==> config.mk <==
export PLATFORM = sky130hd
export DESIGN_NAME = ctrl_pipe
export DESIGN_NICKNAME = d
export VERILOG_FILES = /design/src/rtl/rx32_pkg.sv /design/src/rtl/ctrl_stage_reg.sv /design/src/rtl/ctrl_pipe.sv
export SDC_FILE = /design/constraint.sdc
export NUM_CORES = 1
export LEC_CHECK = 0
export CAP_MARGIN = 20
export CORE_AREA = 2 2 92 102
export CTS_CLUSTER_DIAMETER = 40
export DETAILED_ROUTE_END_ITERATION = 6
export DIE_AREA = 0 0 94 104
export PLACE_DENSITY = 0.84
export REMOVE_ABC_BUFFERS = 1
export SETUP_SLACK_MARGIN = 0.4
export SLEW_MARGIN = 20
export SYNTH_ARGS = -nofsm -noshare
export SYNTH_HDL_FRONTEND = slang
export SYNTH_SLANG_ARGS = --single-unit
==> constraint.sdc <==
create_clock -name clk -period 4.49 [get_ports clk]
set_input_delay 0.6735 -clock clk [delete_from_list [all_inputs] [get_ports clk]]
set_output_delay 0.6735 -clock clk [all_outputs]
set_load 0.005 [all_outputs]
==> src/rtl/rx32_pkg.sv <==
// Shared Rx32 definitions: decoded control bundle layout and pipeline stage indices.
package rx32_pkg;

    // Decoded control bundle produced by the main/ALU decoders.
    typedef struct packed {
        logic       RegWrite;
        logic       MemToReg;
        logic       MemWrite;
        logic       ALUSrc;
        logic       RegDist;
        logic       branch;
        logic       jump;
        logic [3:0] ALUControl;
    } ctrl_t;

    // An all-zero bundle decodes as "no write, no mem, no branch".
    localparam ctrl_t CTRL_BUBBLE = '0;

    // Default positions of the control registers in a three-register pipe.
    localparam int STG_E = 0;
    localparam int STG_M = 1;
    localparam int STG_W = 2;

endpackage

==> src/rtl/ctrl_stage_reg.sv <==
// One control-pipeline register: the bundle plus its valid bit, with
// flush, hold and automatic-bubble handling.
module ctrl_stage_reg
    import rx32_pkg::*;
#(
    parameter int W = 12
) (
    input  logic         clk,
    input  logic         reset,
    input  logic         hold,
    input  logic         clear,
    input  logic         bubble,
    input  logic [W-1:0] d,
    input  logic         valid_in,
    output logic [W-1:0] q,
    output logic         valid_q
);

    // Flush wins over hold; a held stage keeps its entry; a stage whose
    // predecessor is frozen takes a bubble; otherwise it loads.
    // NOTE: non-blocking assignments make every stage sample its predecessor's
    // pre-edge value, so the registers shift rather than ripple through.
    always_ff @(posedge clk or negedge reset) begin
        if (!reset) begin
            q       <= '0;
            valid_q <= 1'b0;
        end else if (clear) begin
            q       <= '0;
            valid_q <= 1'b0;
        end else if (!hold) begin
            if (bubble) begin
                q       <= '0;
                valid_q <= 1'b0;
            end else begin
                q       <= d;
                valid_q <= valid_in;
            end
        end
    end

endmodule

==> src/rtl/ctrl_pipe.sv <==
// Control-signal pipeline from Decode to Writeback with per-stage stall and
// flush, bubble insertion behind frozen stages, and retire/bubble counters.
module ctrl_pipe
    import rx32_pkg::*;
#(
    parameter int STAGES = 3,
    parameter int W      = 12,
    parameter int CNT_W  = 32
) (
    input  logic                  clk,
    input  logic                  reset,
    input  logic [W-1:0]          ctrl_d,
    input  logic                  valid_d,
    input  logic [STAGES-1:0]     stall,
    input  logic [STAGES-1:0]     flush,
    output logic [STAGES*W-1:0]   ctrl_q,
    output logic [STAGES-1:0]     valid_q,
    output logic                  in_ready,
    output logic [CNT_W-1:0]      retire_cnt,
    output logic [CNT_W-1:0]      bubble_cnt
);

    localparam int LAST = STAGES - 1;

    // A stall at stage k freezes k and everything upstream of it.
    logic [STAGES-1:0] holdVec;

    for (genvar k = 0; k < STAGES; k++) begin : g_hold
        assign holdVec[k] = |(stall >> k);
    end

    assign in_ready = ~holdVec[0];

    for (genvar k = 0; k < STAGES; k++) begin : g_stage
        if (k == 0) begin : g_first
            ctrl_stage_reg #(.W(W)) u_reg (
                .clk      (clk),
                .reset    (reset),
                .hold     (holdVec[0]),
                .clear    (flush[0]),
                .bubble   (1'b0),
                .d        (ctrl_d),
                .valid_in (valid_d),
                .q        (ctrl_q[W-1:0]),
                .valid_q  (valid_q[0])
            );
        end else begin : g_rest
            ctrl_stage_reg #(.W(W)) u_reg (
                .clk      (clk),
                .reset    (reset),
                .hold     (holdVec[k]),
                .clear    (flush[k]),
                .bubble   (holdVec[k-1]),
                .d        (ctrl_q[(k-1)*W +: W]),
                .valid_in (valid_q[k-1]),
                .q        (ctrl_q[k*W +: W]),
                .valid_q  (valid_q[k])
            );
        end
    end

    // Count whatever leaves the last register; nothing leaves while it is held.
    always_ff @(posedge clk or negedge reset) begin
        if (!reset) begin
            retire_cnt <= '0;
            bubble_cnt <= '0;
        end else if (!holdVec[LAST]) begin
            if (valid_q[LAST]) begin
                retire_cnt <= retire_cnt + 1'b1;
            end else begin
                bubble_cnt <= bubble_cnt + 1'b1;
            end
        end
    end

endmodule

==> summary.md, run 1 <==
| Metric | Value |
|---|---|
| Outcome | `complete, no violations` |
| Max-cap viol count | `0` |
| RePlAce Congestion | `0.852` |
| Clock slew at reported path FFs | `0.09 ns` |
| Clk_lat worst skew | `0.35 ns` |
| Top-area cell type share of the netlist area | `0.580` |
| Highest routed layer | `met4` |
| Distinct cell type count after synthesis | `35` |
| Critical R2R Launch | `g_stage[2].g_rest.u_reg.valid_q` |
| CP cell instances | `clkdlybuf4s50_1 > or3_1 > inv_2 > clkdlybuf4s50_1` |
| Reg2Reg Capture Point | `bubble_cnt[31]` |
| Starting Density | `0.506` |
| Worst EP required | `3.82 ns` |
| Crit path to | `in_ready` |
| R2r worst-path depth | `4` |
| Critical path startpoint | `stall[2]` |
| Post-Route Utilization | `0.678` |
| CTS tree | `built` |
| Unrepaired setup endpoints after global routing | `no` |
| HP Class | `in -> async` |
| Synthesized area per cell | `11.4 um2` |
| Crit path kind | `in -> out` |
| Top cells by area, synth | `dfrtp_1 58%, xnor2_1 9.7%, nand2_1 4.1%, nand4_1 3.9%, a22o_1 2.6%` |
| Fillers | `672` |
| Initial antenna violation count | `0` |
| Placed cells | `616` |
| Die area | `9780 um2` |
| DRT iter0 DRCs | `99` |
| Worst path slowest cell | `or3_1` |
| Synthesized instance count | `391` |
| Total power | `0.00179 W` |
| Area leader, netlist | `dfrtp_1` |
| Core Region | `8780 um2` |
| Multi-input logic area | `1770 um2` |
| Final worst path period share | `0.733` |
| Skew final | `0.0139 ns` |
| Worst slew pin tran | `1.01 ns` |
| Worst Path Arrival | `2.62 ns` |
| Final cell count without fillers | `631` |
| Global-route wire length before repair | `17.1 mm` |
| Postcts setup bufs | `0` |
| Crit-path max cell delay | `0.63 ns` |
| Number of remaining DRC errors | `0` |
| Share of cells above drive strength 1 | `0.0580` |
| I/O pins | `125` |
| Largest net degree at the start of global routing | `73` |
| Die Ht | `104 um` |
| CTS root buf | `clkbuf_8` |
| Die extent in x | `94 um` |
| Reg2reg setup slack | `2.32 ns` |
| Commonest non-fill, non-tap cell in the layout | `clkdlybuf4s50_1` |
| Cell area after synthesis | `4450 um2` |
| Commonest non-fill, non-tap cells in the layout | `123 x clkdlybuf4s50_1, 103 x dfrtp_1, 49 x xnor2_1, 48 x nand2_1` |
| Max IR drop VDD | `0.000183 V` |
| Num CTS Buffers | `9` |
| Register area share after synthesis | `0.580` |
| Critical Path Fanout Max | `15` |
| DRT Pass-1 Iters | `4` |
| Final Hold Vio Count | `0` |
| Post-cts sizing count | `0` |
| Worst slew margin | `0.324` |
| F_max | `0.304 GHz` |
| Seq cells post-synth | `103` |
| Antenna Nets Post-Route | `0` |
| Tot GR Track Use | `0.219` |
| Met2 routed WL | `5.10 mm` |
| Final worst path period need | `3.29 ns` |
| Clk sinks | `103` |
| Dpl hpwl | `7.50 mm` |
| Metal-1 WL | `4.16 mm` |
| Worst setup EP type | `primary output` |
| Register area | `2580 um2` |
| Final nets | `536` |
| PwrDens | `301 nW/um2` |
| GRT Residual Overflow | `0` |
| Final Max Slew Viols | `0` |
| Met3 routed WL | `830 um` |
| Setup TNS | `0 ns` |
| Vias/cell | `5.39` |
| Final wirelength | `10.2 mm` |
| Vias in the first global route | `3518` |
| Yosys warns | `0` |
| Hold_buf cts | `0` |
| Leak | `2.55 nW` |
| H-tree levels | `3` |
| Most used cell, CP | `clkdlybuf4s50_1` |
| WHS | `0.435 ns` |
| Layout area overhead | `34.0%` |
| Critical Path Start Type | `input port` |
| Longest Clk Path Bufs | `2` |
| Vias after detailed routing | `3400` |
| Number of diodes | `0` |
| Final setup violation count | `0` |
| Row cnt | `36` |
| Count of buffers from port buffering | `124` |
| Per-cell routed wire length | `16.2 um` |
Yosys cell counts:
master,instances
nand4bb_1,1
nand3b_1,1
nor4_1,4
or2_2,3
nor4b_4,1
and3_1,8
and4_1,2
xnor2_1,49
nand2_1,48
nor2b_1,1
buf_6,1
clkbuf_1,8
or3_1,1
mux2_2,2
inv_2,1
a22oi_1,13
nand3b_4,1
xor2_1,13
nand4_1,28
a22o_1,13
buf_2,1
nand3_1,22
dfrtp_1,103
nor4_4,2
a21oi_1,13
ha_1,2
nor3_1,6
buf_4,5
nand4b_1,1
inv_1,3
and2_1,3
nor2_1,28
nor2_2,1
nand4bb_4,1
nor4_2,1
where the power goes:
part           internal (W)  leakage, nW  switching, W
registers          0.000962         1.41     0.0000535
logic              0.000113         1.03     0.0000890
clock network      0.000285       0.0985      0.000290
total               0.00136         2.55      0.000432
how the worst min path moves through the flow:
stage	end	startpoint	slack (ns)	cells after the start
final	retire_cnt[17]	reset	0.43	1
after detailed placement	retire_cnt[31]	retire_cnt[31]	0.48	1
after CTS	retire_cnt[17]	reset	0.46	1
after global placement	retire_cnt[31]	retire_cnt[31]	0.46	1
after global routing	retire_cnt[31]	retire_cnt[31]	0.50	1
after floorplan	bubble_cnt[0]	reset	0.38	0
state kept, by name (all words and copies together), names as in the netlist:
| register | count |
|---|---|
| g_stage.g_first.u_reg.q | 12 |
| retire_cnt | 32 |
| g_stage.g_first.u_reg.valid_q | 1 |
| bubble_cnt | 32 |
| g_stage.g_rest.u_reg.q | 24 |
| g_stage.g_rest.u_reg.valid_q | 2 |
logic make-up after synthesis:
family	Yosys count	share of synthesized area
flops	103	0.580
buf+inv	19	0.0222
mux	2	0.00506
xor+xnor	62	0.122
simple gates	164	0.203
compound gates	39	0.0622
fa+ha+maj	2	0.00563
worst max-delay path, delay by kind of cell:
kind          cells  cell delay, ns
buf+inv           3            1.32
simple gates      1            0.63
per-stage QoR:
| stage | setup slack, ns | area [um2] |
|---|---|---|
| floorplan | 2.38 | 4360 |
| global placement | 1.27 | 5760 |
| detailed placement | 1.22 | 5760 |
| CTS | 1.21 | 5960 |
| global route | 1.16 | 5960 |
| finish | 1.20 | 5960 |
metal layers:
layer  global-route usage  vias to the layer above
met5                    0                        -
met4               0.0683                        0
met1                0.274                     1665
li1                     -                     1612
met3               0.0688                       12
met2                0.363                      111
final cells by class:
class                      count  share of cell area
timing repair buffer         126               0.210
multi-input combinational    269               0.297
clock inverter                 3             0.00714
clock buffer                  12              0.0260
tap                          114              0.0239
inverter                       4             0.00252
sequential                   103               0.433
(Power assumes the default switching activity.)
==> run 2: changes to the inputs <==
--- a/config.mk
+++ b/config.mk
@@ -6,11 +6,11 @@
 export NUM_CORES = 1
 export LEC_CHECK = 0
 export CAP_MARGIN = 20
-export CORE_AREA = 2 2 92 102
+export CORE_AREA = 2 2 95 106
 export CTS_CLUSTER_DIAMETER = 40
 export DETAILED_ROUTE_END_ITERATION = 6
-export DIE_AREA = 0 0 94 104
-export PLACE_DENSITY = 0.84
+export DIE_AREA = 0 0 97 108
+export PLACE_DENSITY = 0.79
 export REMOVE_ABC_BUFFERS = 1
 export SETUP_SLACK_MARGIN = 0.4
 export SLEW_MARGIN = 20
==> constraint.sdc (replaced) <==
create_clock -name clk -period 3.2 [get_ports clk]
set_input_delay 0.48 -clock clk [delete_from_list [all_inputs] [get_ports clk]]
set_output_delay 0.48 -clock clk [all_outputs]
set_load 0.005 [all_outputs]
==> summary.md, run 2 (synthesized netlist as in run 1, its figures left out) <==
| Metric | Value |
|---|---|
| Outcome | `complete, no violations (unchanged)` |
| Clk sinks | `103 (unchanged)` |
| Starting Density | `0.478 (was 0.506)` |
| DRT Pass-1 Iters | `5 (was 4)` |
| GRT Residual Overflow | `0 (unchanged)` |
| Top Registers | `bubble_cnt x32, retire_cnt x32, g_stage.g_rest.u_reg.q x24 (unchanged)` |
| Final worst path period share | `0.799` |
| Leak | `2.57 nW (was 2.55 nW)` |
| Clock slew at reported path FFs | `0.10 ns (was 0.09 ns)` |
| Worst setup EP type | `primary output (unchanged)` |
| Hold_buf cts | `0 (unchanged)` |
| Sequential power share | `0.547 (was 0.567)` |
| Layout area overhead | `35.2% (was 34.0%)` |
| DRT iter0 DRCs | `113 (was 99)` |
| Pre-CTS setup slack | `0.556 ns (was 1.22 ns)` |
| CTS root buf | `clkbuf_8 (unchanged)` |
| Most used cell, CP | `clkdlybuf4s50_1 (unchanged)` |
| Max-cap viol count | `0 (unchanged)` |
| Number of diodes | `0 (unchanged)` |
| Largest net degree at the start of global routing | `59 (was 73)` |
| Max IR drop VDD | `0.000237 V (was 0.000183 V)` |
| Die Ht | `108 um (was 104 um)` |
| PwrDens | `433 nW/um2 (was 301 nW/um2)` |
| Worst EP required | `2.72 ns (was 3.82 ns)` |
| RePlAce Congestion | `0.813 (was 0.852)` |
| Num CTS Buffers | `9 (unchanged)` |
| Clk_lat worst skew | `0.36 ns (was 0.35 ns)` |
| Worst Path Arrival | `2.08 ns (was 2.62 ns)` |
| I/O pins | `125 (unchanged)` |
| Internal Pwr Total | `0.00197 W (was 0.00136 W)` |
| Vias after detailed routing | `3411 (was 3400)` |
| Final setup violation count | `0 (unchanged)` |
| Row cnt | `37 (was 36)` |
| Vias in the first global route | `3481 (was 3518)` |
| Combinational share of power | `0.107 (was 0.113)` |
| Worst path slowest cell | `clkdlybuf4s50_1 (was or3_1)` |
| Final Hold Vio Count | `0 (unchanged)` |
| Skew final | `0.0116 ns (was 0.0139 ns)` |
| Die area | `10500 um2 (was 9780 um2)` |
| CP cell instances | `clkdlybuf4s50_1 > or3_1 > inv_2 > clkdlybuf4s50_1 (unchanged)` |
| Final nets | `538 (was 536)` |
| Tot GR Track Use | `0.196 (was 0.219)` |
| Core Region | `9310 um2 (was 8780 um2)` |
| R2r worst-path depth | `5 (was 4)` |
| Die extent in x | `97 um (was 94 um)` |
| CTS tree | `built (unchanged)` |
| Unrepaired setup endpoints after global routing | `no (unchanged)` |
| Switch share | `0.243 (was 0.241)` |
| Worst slew pin tran | `0.859 ns (was 1.01 ns)` |
| Final Max Slew Viols | `0 (unchanged)` |
| Clock power frac | `0.345 (was 0.321)` |
| H-tree levels | `3 (unchanged)` |
| Longest Clk Path Bufs | `2 (unchanged)` |
| WHS | `0.172 ns (was 0.435 ns)` |
| Count of buffers from port buffering | `124 (unchanged)` |
| Post-cts sizing count | `0 (unchanged)` |
| Initial antenna violation count | `0 (unchanged)` |
| Critical Path Start Type | `input port (unchanged)` |
| Setup TNS | `0 ns (unchanged)` |
| Critical Path Fanout Max | `14 (was 15)` |
| Crit path kind | `in -> out (unchanged)` |
| Final wirelength | `9.92 mm (was 10.2 mm)` |
| Postcts setup bufs | `0 (unchanged)` |
| Crit-path max cell delay | `0.54 ns (was 0.63 ns)` |
| Worst slew margin | `0.425 (was 0.324)` |
| Share of cells above drive strength 1 | `0.0635 (was 0.0580)` |
| Final worst path period need | `2.56 ns` |
| F_max | `0.391 GHz` |
| Psw | `0.000633 W (was 0.000432 W)` |
| Vias/cell | `5.35 (was 5.39)` |
| Commonest non-fill, non-tap cells in the layout | `123 x clkdlybuf4s50_1, 103 x dfrtp_1, 49 x xnor2_1, 48 x nand2_1 (unchanged)` |
| Number of remaining DRC errors | `0 (unchanged)` |
| Antenna Nets Post-Route | `0 (unchanged)` |
| Final worst setup slack | `0.645 ns (was 1.20 ns)` |
| HP Class | `in -> async (unchanged)` |
| Global-route wire length before repair | `16.6 mm (was 17.1 mm)` |
| Per-cell routed wire length | `15.6 um (was 16.2 um)` |
| Commonest non-fill, non-tap cell in the layout | `clkdlybuf4s50_1 (unchanged)` |
| Total power | `0.00261 W (was 0.00179 W)` |
| Dpl hpwl | `7.23 mm (was 7.50 mm)` |
==> run 2: cell count changes in the layout (fill, tap and decap cells not counted), sizes merged <==
cell    delta
buf        +2
bufinv     +1
clkbuf     -1
clkinv     +1
==> run 2: path summary, 6_finish.rpt <==
check,from,end,slack (ns)
max reg2reg,bubble_cnt[0],bubble_cnt[26],1.25
max,stall[2],in_ready,0.64
max in group asynchronous,reset,retire_cnt[12],2.28
min in group clk,bubble_cnt[31],bubble_cnt[31],0.47
min reg2reg,bubble_cnt[31],bubble_cnt[31],0.47
min,reset,retire_cnt[18],0.17
==> run 2: per-layer routing <==
metal | up-vias | global-route usage | wire (um)
met5 | - | 0 | 0
met4 | 0 | 0.0604 | 99
met3 | 10 | 0.0743 | 813
met2 | 104 | 0.327 | 4840
met1 | 1688 | 0.239 | 4170
li1 | 1609 | - | -
==> run 2: final cells by class <==
class,instances,area (um2)
fill,740,3290
sequential,103,2580
tap,117,146
clock inverter,5,81.3
clock buffer,11,141
timing repair buffer,128,1280
multi-input combinational,269,1770
inverter,4,15.0
==> run 2: worst max-delay path: cells and delay by family <==
| family | cells | cell delay, ns |
|---|---|---|
| AND/OR/NAND/NOR | 1 | 0.41 |
| buffers and inverters | 3 | 1.18 |
==> run 2: per-stage QoR <==
step | area [um2] | util | instances
final | 6010 | 0.646 | 637
after global routing | 6010 | 0.646 | 637
after CTS | 6010 | 0.646 | 637
after detailed placement | 5790 | 0.622 | 621
after global placement | 5790 | 0.622 | 621
after floorplan | 4360 | - | 376
==> run 2: power by group through the flow <==
stage / clock network (W) / registers, W / logic (W)
floorplan: 0 / 0.00144 / 0.0000923
global placement: 0 / 0.00145 / 0.000280
detailed placement: 0 / 0.00145 / 0.000284
CTS: 0.000915 / 0.00143 / 0.000286
global route: 0.000973 / 0.00144 / 0.000311
finish: 0.000900 / 0.00143 / 0.000280
==> edit 1 (flow settings as in run 2) <==
Change the parameter `CNT_W` from 32 to 36.
--- a/src/rtl/ctrl_pipe.sv
+++ b/src/rtl/ctrl_pipe.sv
@@ -6,5 +6,5 @@
     parameter int STAGES = 3,
     parameter int W      = 12,
-    parameter int CNT_W  = 32
+    parameter int CNT_W  = 36
 ) (
     input  logic                  clk,
Ports: changed (resized bubble_cnt and retire_cnt); port bits go from 125 to 133. The function was not compared with the original's and may differ.
==> edit 1 against run 2 <==
- core utilization grew 5.8 points
- highest routed layer unchanged
- worst setup slack worse by 0.036 ns
- die area is the same
- largest power group unchanged
- routed wire length grew 11%
- synthesized area rose by 11%
- global-route usage grew 2.1 points
- design area increased by 9.0%
- clock skew is 0.0038 ns higher
- power rose by 4.5%
- sequential share of layout area shrank 0.49 points
- first-iteration DRC count shrank 4.4%
- sequential cell count increased by 8
==> edit 1: results (changes against run 2) <==
outcome: "complete, no violations"
dpl.hpwl_um: 7998  # +11%
wire_per_inst_um: 16.19  # +3.9%
grt_util_met2_pct: 34.77  # +2.1 points
io_buffer_count: 132  # +6.5%
fin_nets: 584  # +8.6%
avgViaCountPerCell: 5.510  # +2.9%
use_met1_pct: 27.16  # +3.3 points
r2r-start: "g_stage[2].g_rest.u_reg.valid_q$_DFFE_PN0P_"
synthXorXnorAreaFrac_pct: 12.42  # +0.21 points
grt.met3_usage_pct: 6.723  # -0.71 points
post-place-ws_ns: 0.4453  # -0.1111 ns
met1_length_um: 4573  # +9.7%
power_leakage_nw: 2.846  # +11%
fin_worst_skew_ns: 0.01537  # +0.003775 ns
route.met2.wl_um: 5296  # +9.4%
dr_wl_met3_um: 846  # +4.1%
rr_endpoint: "retire_cnt[24]$_DFFE_PN0P_"
reg2reg_setup_slack_ns: 1.19  # -0.06 ns
synthTopCellsByCount: "dfrtp_1, nand2_1, xnor2_1"
worst_slew_pin_slew_ns: 0.8571  # -0.001808 ns
synth_mux_area_share_pct: 0.4564  # -0.050 points
grt_first_pass_wirelength_um: 18330  # +10%
ir_drop_mv: 0.2826  # +19%
reg2reg_depth: 4  # -1
ys_seq_area_share_pct: 56.29  # -1.7 points
synthAdderAreaFrac_pct: 0.5071  # -0.056 points
nFillCells: 659  # -11%
routed_wl_um: 11040  # +11%
synth_compound_area_share_pct: 5.603  # -0.61 points
placedCellCount: 667  # +7.4%
syn_avg_cell_area_um2: 11.45  # +0.67%
grt_max_degree: 49  # -17%
drive_gt1_share_pct: 8.142  # +1.8 points
arrival_ns: 2.11  # +0.03 ns
-- edit 1: stage by stage --
step	hold WS [ns]	cell area [um^2]	util (%)
floorplan	0.1844	4828	-
global placement	0.4613	6336	68.09
detailed placement	0.4601	6336	68.09
CTS	0.1343	6555	70.45
global route	0.1665	6555	70.45
finish	0.1286	6555	70.45
-- edit 1: worst max-delay path, delay by kind of cell --
family / cells / cell delay (ns)
buffers and inverters: 3 / 1.21
AND/OR/NAND/NOR: 1 / 0.42
-- edit 1: how the worst min path moves through the flow --
stage | end | slack, ns
floorplan | bubble_cnt[0]$_DFFE_PN0P_ | 0.18
global placement | retire_cnt[35]$_DFFE_PN0P_ | 0.46
detailed placement | bubble_cnt[35]$_DFFE_PN0P_ | 0.46
CTS | g_stage[2].g_rest.u_reg.q[7]$_DFFE_PN0P_ | 0.13
global route | retire_cnt[7]$_DFFE_PN0P_ | 0.17
finish | retire_cnt[15]$_DFFE_PN0P_ | 0.13
-- edit 1: kinds of logic (layout without fill, tap and decap cells) --
kind of cell	count (synthesis)	count (layout)
simple gates	183	183
flops	111	111
xor+xnor	70	70
compound gates	39	39
buf+inv	24	158
fa+ha+maj	2	2
mux	2	2
-- edit 1: power by group through the flow --
stage / clock (W) / combinational, W / sequential [W]
after CTS: 0.000940 / 0.000302 / 0.00151
after global routing: 0.000991 / 0.000325 / 0.00152
after global placement: 0 / 0.000287 / 0.00153
final: 0.000921 / 0.000295 / 0.00151
after floorplan: 0 / 0.000101 / 0.00153
after detailed placement: 0 / 0.000299 / 0.00153
-- edit 1: cell type report --
class                      instances  area, um^2  share of cell area [%]
timing repair buffer             136        1361                   20.77
clock inverter                     5       81.33                   1.241
tap                              117       146.4                   2.233
clock buffer                      10       137.6                   2.100
inverter                           7       26.28                  0.4008
multi-input combinational        296        2024                   30.88
sequential                       111        2778                   42.37
==> edit 2 (flow settings as in run 2) <==
Made on the original files. Reset style: synchronous (`reset`), changed in 2 clocked blocks.
--- a/src/rtl/ctrl_stage_reg.sv
+++ b/src/rtl/ctrl_stage_reg.sv
@@ -21,5 +21,5 @@
     // NOTE: non-blocking assignments make every stage sample its predecessor's
     // pre-edge value, so the registers shift rather than ripple through.
-    always_ff @(posedge clk or negedge reset) begin
+    always_ff @(posedge clk) begin
         if (!reset) begin
             q       <= '0;
--- a/src/rtl/ctrl_pipe.sv
+++ b/src/rtl/ctrl_pipe.sv
@@ -61,5 +61,5 @@
 
     // Count whatever leaves the last register; nothing leaves while it is held.
-    always_ff @(posedge clk or negedge reset) begin
+    always_ff @(posedge clk) begin
         if (!reset) begin
             retire_cnt <= '0;
Behaviour: differs if reset is asserted again (counterexample within 4 cycles, from zero or initial values and one cycle with reset low); with reset held inactive, the same outputs for 4 cycles.
==> edit 2 against run 2 <==
- design area is 1.6% lower
- sequential cell count did not move
- first-iteration DRC count increased by 8.0%
- clock skew up 0.0023 ns
- worst setup slack worse by 0.082 ns
- critical path type unchanged
- routed wire length increased by 2.9%
- synthesized area is 1.8% lower
- die area unchanged
Power is not compared: it rests on default switching activity, and its combinational part moved more than twofold at a synthesized area within 25%.
==> edit 2: results (changes against run 2) <==
fin_nets: 625  # +16%
cts_made_buffers: 9  # unchanged
async_flop_share_pct: 0  # -100 points
power_leakage_nw: 2.056
synth_ff_type: "dfxtp_1"
relSlewSlack_pct: 49.21  # +6.7 points
drive_gt1_share_pct: 5.107  # -1.2 points
firstDrtPassIters: 6  # +1
synth.area.top_cells: "dfxtp_1, and2_1, xnor2_1, nand2_1, xor2_1"
wire_per_inst_um: 14.10  # -9.5%
syn_avg_cell_area_um2: 9.022  # -21%
synthTopCellsByCount: "dfxtp_1, nand2_1, and2_1"
drt_iter0_drc: 122  # +8.0%
placedCellCount: 708  # +14%
io_buffer_count: 124  # unchanged
grt_max_degree: 41  # -31%
place_congestion: 0.7979  # -1.9%
avgViaCountPerCell: 5.181  # -3.2%
r2r-start: "retire_cnt[4]$_SDFFE_PN0P_"
instances_no_fill: 724  # +14%
fin_worst_skew_ns: 0.01386  # +0.002268 ns
antenna_found_initial: 0  # unchanged
critPathLaunch: "stall[2]"
path_max_fanout: 10  # -4
reg2reg_setup_slack_ns: 1.09  # -0.16 ns
clk_path_buf_depth: 2  # unchanged
hold_class: "register to register"
ir_drop_mv: 0.2123
grt_first_pass_wirelength_um: 16970  # +2.0%
ys_seq_area_share_pct: 47.22  # -11 points
grtUsageTotal_pct: 19.53  # -0.065 points
critPathMaxStageDelay_ns: 0.62  # +0.08 ns
dpl.hpwl_um: 7547  # +4.3%
placed_area_um2: 5703  # -1.5%
reg_top3: "bubble_cnt (32), retire_cnt (32), g_stage.g_rest.u_reg.q (24)"
grt_pass1_vias: 3533  # +1.5%
hp-start: "g_stage[1].g_rest.u_reg.q[4]$_SDFFE_PP0N_"
outcome: "complete, no violations"
-- edit 2: cell types whose count changed in the layout (fill, tap and decap cells not counted), sizes merged, moves of 10 or more --
cell	delta
dfrtp	-103
and2	+49
nand3b	+12
xnor2	-13
nor2	-10
a21oi	+13
a22o	-13
nand2	+13
dfxtp	+103
-- edit 2: area by class of cell --
class / instances / area (um^2)
clock buffers: 11 / 151.4
multi-input cells: 348 / 2168
clock inverters: 5 / 65.06
flip-flops and latches: 103 / 2062
well taps: 117 / 146.4
inverters: 8 / 30.03
repair buffers: 132 / 1296
fillers: 800 / 3386
-- edit 2: logic make-up (layout without fill, tap and decap cells) --
kind of cell / count (synthesis) / in the layout / synth area share (%)
buf+inv: 33 / 156 / 3.123
fa+ha+maj: 2 / 2 / 0.5730
flops: 103 / 103 / 47.22
xor+xnor: 53 / 53 / 10.63
simple gates: 234 / 234 / 30.20
mux: 2 / 2 / 0.4585
compound gates: 57 / 57 / 7.793
-- edit 2: metal layers --
metal	share of wire, %	GRT usage, %	wire (um)	vias to the layer above
li1	-	-	-	1881
met1	42	22.71	4308	1753
met2	49	34.13	5005	108
met3	7.9	6.593	805	9
met4	0.87	6.237	89	0
met5	0	0	0	-
-- edit 2: through the flow --
| step | setup slack, ns | total power (W) | hold WS [ns] |
|---|---|---|---|
| 4_1_cts | 0.5640 | 0.002267 | 0.4754 |
| 3_5_place_dp | 0.4549 | 0.001415 | 0.4613 |
| 3_3_place_gp | 0.5381 | 0.001413 | 0.4528 |
| 6_report | 0.5630 | 0.002247 | 0.4764 |
| 5_1_grt | 0.4833 | 0.002331 | 0.4923 |
| 2_1_floorplan | 1.200 | 0.001349 | 0.4591 |
-- edit 2: path summary, 6_finish.rpt --
| path | endpoint | cells past startpoint |
|---|---|---|
| worst min register to register | g_stage[1].g_rest.u_reg.q[4]$_SDFFE_PP0N_ | 2 |
| worst max-delay path | in_ready | 4 |
| worst max register to register | retire_cnt[15]$_SDFFE_PN0P_ | 5 |
| worst min-delay path | g_stage[1].g_rest.u_reg.q[4]$_SDFFE_PP0N_ | 2 |
-- edit 2: report_power, final --
part / switching, W / internal (W)
clock: 0.000450 / 0.000412
sequential: 0.00000541 / 0.00129
combinational: 0.0000472 / 0.0000465
-- edit 2: critical path, delay by kind of cell --
family	cells	cell delay [ns]
and+or+nand+nor	1	0.47
buffers and inverters	3	1.20
